**config.mk**
```make
export PLATFORM = sky130hd
export DESIGN_NAME = bytes_to_word
export DESIGN_NICKNAME = d
export VERILOG_FILES = /design/src/rtl/bytes_to_word.sv
export SDC_FILE = /design/constraint.sdc
export NUM_CORES = 1
export LEC_CHECK = 0
export CAP_MARGIN = 20
export CORE_MARGIN = 1
export CORE_UTILIZATION = 48
export CTS_CLUSTER_DIAMETER = 60
export DETAILED_ROUTE_END_ITERATION = 10
export PLACE_DENSITY_LB_ADDON = 0.15
export SYNTH_ARGS = -nofsm -noshare
export SYNTH_HDL_FRONTEND = slang
export SYNTH_SLANG_ARGS = --single-unit
```
**constraint.sdc**
```tcl
create_clock -name clk -period 1.6 [get_ports clk]
set_input_delay 0.24 -clock clk [delete_from_list [all_inputs] [get_ports clk]]
set_output_delay 0.24 -clock clk [all_outputs]
set_load 0.01 [all_outputs]
```
**src/rtl/bytes_to_word.sv**
```systemverilog
// Receive-side packer: four UART RX bytes, MSB first, become one 32-bit word
// presented with a valid/ack handshake; an inter-byte timeout discards partial words.
module bytes_to_word #(
  parameter int TIMEOUT_CYCLES = 1_000_000
) (
  input  logic        clk,
  input  logic        rst,
  input  logic        rx_done_tick,
  input  logic [7:0]  rx_data,
  input  logic        word_ack,
  output logic        word_valid,
  output logic [31:0] data_out,
  output logic        receiving,
  output logic        timeout_tick,
  output logic        overrun
);

  // A zero timeout still needs a 1-bit timer so the declarations stay legal.
  localparam int TMR_W = (TIMEOUT_CYCLES > 0) ? $clog2(TIMEOUT_CYCLES + 1) : 1;

  typedef enum logic [1:0] {
    IDLE,
    COLLECT,
    HOLD
  } state_t;

  state_t             state;
  logic [1:0]         byte_cnt;
  logic [TMR_W-1:0]   timer;
  logic [31:0]        shift_buf;
  logic               timeout_hit;

  generate
    if (TIMEOUT_CYCLES == 0) begin : g_no_timeout
      assign timeout_hit = 1'b0;
    end else begin : g_timeout
      assign timeout_hit = (timer == TMR_W'(TIMEOUT_CYCLES - 1));
    end
  endgenerate

  always_ff @(posedge clk) begin
    if (rst) begin
      state        <= IDLE;
      byte_cnt     <= 2'd0;
      timer        <= '0;
      shift_buf    <= 32'd0;
      word_valid   <= 1'b0;
      data_out     <= 32'd0;
      receiving    <= 1'b0;
      timeout_tick <= 1'b0;
      overrun      <= 1'b0;
    end else begin
      timeout_tick <= 1'b0;
      overrun      <= 1'b0;
      case (state)
        IDLE: begin
          if (rx_done_tick) begin
            shift_buf <= {shift_buf[23:0], rx_data};
            byte_cnt  <= 2'd1;
            timer     <= '0;
            receiving <= 1'b1;
            state     <= COLLECT;
          end
        end

        COLLECT: begin
          // A tick on the terminal timer count wins over the timeout.
          if (rx_done_tick) begin
            shift_buf <= {shift_buf[23:0], rx_data};
            timer     <= '0;
            if (byte_cnt == 2'd3) begin
              data_out   <= {shift_buf[23:0], rx_data};
              word_valid <= 1'b1;
              receiving  <= 1'b0;
              byte_cnt   <= 2'd0;
              state      <= HOLD;
            end else begin
              byte_cnt <= byte_cnt + 2'd1;
            end
          end else if (timeout_hit) begin
            shift_buf    <= 32'd0;
            byte_cnt     <= 2'd0;
            timer        <= '0;
            timeout_tick <= 1'b1;
            receiving    <= 1'b0;
            state        <= IDLE;
          end else begin
            timer <= timer + 1'b1;
          end
        end

        HOLD: begin
          if (word_ack) begin
            word_valid <= 1'b0;
            if (rx_done_tick) begin
              shift_buf <= {shift_buf[23:0], rx_data};
              byte_cnt  <= 2'd1;
              timer     <= '0;
              receiving <= 1'b1;
              state     <= COLLECT;
            end else begin
              state <= IDLE;
            end
          end else if (rx_done_tick) begin
            overrun <= 1'b1;
          end
        end

        default: state <= IDLE;
      endcase
    end
  end

endmodule
```
==> run_results.csv <==
group,metric,value,unit
setup_path,max_stage_delay,0.55,ns
setup_path,critPathMaxFanout,7,
sta,max_freq,0.542,GHz
setup_path,path_cells,"or4bb_4 > nor4_4 > buf_4 > nand2_8 > a32oi_1 > nor2_1",
logic_synthesis,synth.cell_area,3300,sq um
setup_path,r2r_end,"timer[1]",
placement,placed_area,4150,sq um
logic_synthesis,synth_top_area_share,51.0,%
drt,viasPerCell,5.57,
logic_synthesis,yosys_warnings,0,
power,pwr_density_cell,845,nW/um^2
cts,cts.sinks,84,
floorplan,num_rows,29,
setup_path,r2r_start,"timer[15]",
sta,finalSetupTns,-7.27,ns
drt,avgRoutedWirePerCell,15.7,um
cts,cts_root_buf,"clkbuf_8",
grt,grt.busiest_layer,"met2",
power,switching_share,24.2,%
setup_path,r2r_cells,6,
floorplan,dieWidth,84.9,um
drt,wl,8560,um
logic_synthesis,synthCells,372,
power,p_switching,0.952,mW
grt,grt_pass1_wl,13400,um
drt,dr.first_iter.drc_count,222,
floorplan,core_region_area,6490,sq um
drt,dr.pass1.iters,10,
status,status,"finished with violations",
grt,grt-ovfl-total,0,
status,violations,"DRC, setup timing",
cells_and_area,final_cell_area,4650,sq um
cells_and_area,fin_util,71.6,%
sta,hold_slack,0.307,ns
placement,globalplace.congestion,0.882,
grt,antenna_found_initial,0,
min_path,worstHoldStart,"rst",
min_path,min_path_cells,3,
sta,finalCriticalPeriod,1.84,ns
cells_and_area,layout.cells.non_filler,544,
setup_path,criticalPathCategory,"flop to flop",
sta,setup_slack,-0.245,ns
logic_synthesis,synth_fp_nets,386,
logic_synthesis,async_reset_ff_share,0,%
grt,met2_usage,35.6,%
power,pwr-share-seq,55.1,%
logic_synthesis,synth_flop_cell,"dfxtp_1",
setup_path,cp_slowest_cell,"or4bb_4",
sta,rsz0062_at_grt,"true",
cts,cts_hold_buffers,0,
cells_and_area,antenna_cells,0,
cells_and_area,synthToLayoutAreaGrowth,41.2,%
logic_synthesis,synth.area.top_cells,"dfxtp_1, nand2_1, a22o_1",
cells_and_area,drive_above_1_share,25.7,%
sta,hold_viol,0,
grt,grt_pass1_vias,2792,
grt,grt_usage,23.8,%
cells_and_area,fillers,473,
flow_run,drv_cap,0,
sta,slew_viol_final,0,
setup_path,r2r_slack,-0.24,ns
grt,met3_usage,3.99,%
setup_path,required,1.84,ns
power,internal-power,2.98,mW
logic_synthesis,synth_cell_types,48,
logic_synthesis,postSynthAreaPerCell,8.86,sq um
drt,drc,4,
floorplan,dieArea,7200,sq um
cts,cts_buffers,9,
placement,dpl_worst_slack,-0.296,ns
sta,slew_headroom,73.5,%
placement,numPortBuffers,47,
sta,clock_skew,0.0120,ns
logic_synthesis,ys_seq_area_share,51.0,%
logic_synthesis,synth_seq_cells,84,
power,total_power,3.93,mW
cts,clk_latency,0.36,ns
floorplan,start_util,50.7,%
min_path,hp-class,"primary input to flop",
grt,grt_max_degree,35,
power,combPwrFrac,6.9,%
logic_synthesis,synth.top_cells.by_count,"dfxtp_1, nand2_1, a21oi_1, a22o_1, nor2_1",
grt,grtUsageMet1,34.1,%
drt,vias,3029,
cts,htreeDepth,3,
power,max-vdd-ir-drop,0.718,mV
setup_path,worstPathArrival,2.09,ns
cts,cts_max_path_buffers,2,
setup_path,end_kind,"flop",
cells_and_area,final_nets,477,
cts,cts.clk_slew.worst_paths,0.08,ns
power,clock_power_share,38.0,%
cts,tritoncts,"done",
logic_synthesis,synth-edff-count,0,
setup_path,critPathLaunchType,"flop",
placement,dp.cells,520,
logic_synthesis,yosysMostFrequentCell,"dfxtp_1",
logic_synthesis,synth_top_cell_by_area,"dfxtp_1",
power,power.leakage,1.65,nW
sta,setup_violations,47,
floorplan,io_pins,48,
drt,ant_nets,0,
sta,finalCritPeriodShare,115,%
sta,tightest_slew,0.397,ns
placement,place_hpwl,5380,um
min_path,hold_end,"byte_cnt[1]",
floorplan,die_y,84.9,um
-- critical path: cells and delay by family (launching register included) --
family                 cells  cell delay, ns
DFF                        1            0.32
AOI/OAI and AO/OA          1            0.23
buffers and inverters      1            0.20
and+or+nand+nor            4            0.98
-- cell usage in the layout (no fill, tap or decap), drive strengths merged, types with 3 or more instances in the layout --
cell / Yosys / routed
dfxtp: 84 / 84
nand2: 81 / 81
buf: 4 / 52
clkdlybuf4s50: 0 / 46
a21oi: 41 / 41
a22o: 25 / 25
nor2: 23 / 23
nand3: 12 / 12
clkbuf: 17 / 10
nand4: 8 / 8
nor3: 8 / 8
xor2: 6 / 6
inv: 5 / 6
and3: 6 / 6
o21ai: 6 / 6
o21a: 1 / 4
or3: 4 / 4
nor4: 4 / 4
xnor2: 3 / 3
a21o: 3 / 3
a31oi: 3 / 3
nor3b: 3 / 3
-- how the worst max path moves through the flow --
stage	startpoint	to	slack [ns]	depth (start not counted)
after floorplan	timer[6]	shift_buf[10]	-0.12	6
after global placement	timer[15]	timer[1]	-0.28	5
after detailed placement	rx_done_tick	shift_buf[0]	-0.30	5
after CTS	timer[15]	timer[3]	-0.21	6
after global routing	timer[15]	timer[1]	-0.28	6
final	timer[15]	timer[1]	-0.24	6
-- cell families (layout without fill, tap and decap cells) --
| kind of cell | count (synthesis) | in the layout | share of synthesized area (%) |
|---|---|---|---|
| xor+xnor | 9 | 9 | 2.39 |
| flops | 84 | 84 | 51.0 |
| fa+ha+maj | 2 | 2 | 0.759 |
| compound gates | 88 | 91 | 17.8 |
| buf+inv | 26 | 118 | 3.49 |
| simple gates | 163 | 163 | 24.5 |
-- registers in the layout, summed over array words and instances, names as in the netlist --
signal        cells
timer            20
word_valid        1
overrun           1
state             2
byte_cnt          2
timeout_tick      1
shift_buf        24
receiving         1
data_out         32
-- layer usage --
layer	vias up	wire length (um)
li1	1503	-
met1	1427	4080
met2	85	3930
met3	14	452
met4	0	103
met5	-	0
-- power by group through the flow --
stage | combinational [mW] | sequential (mW) | clock [mW]
2_1_floorplan | 0.135 | 2.20 | 0
3_3_place_gp | 0.232 | 2.21 | 0
3_5_place_dp | 0.236 | 2.21 | 0
4_1_cts | 0.257 | 2.17 | 1.51
5_1_grt | 0.295 | 2.17 | 1.59
6_report | 0.272 | 2.17 | 1.49
-- layout make-up --
cell class / count / area (sq um) / share of cell area (%)
repair buffers: 98 / 920 / 19.8
flip-flops and latches: 84 / 1690 / 36.4
clock inverters: 5 / 62.6 / 1.34
inverters: 5 / 18.8 / 0.403
well taps: 77 / 96.3 / 2.07
multi-input cells: 265 / 1730 / 37.3
clock buffers: 10 / 128 / 2.74
-- repair_timing --
item,4_1_cts,5_1_grt
setup buffers,2,4
endpoints found under the setup margin,47,51
pin swaps,29,9
resized for setup,24,36
cloned,2,1
Note: power is estimated with default switching activity, not from simulation.
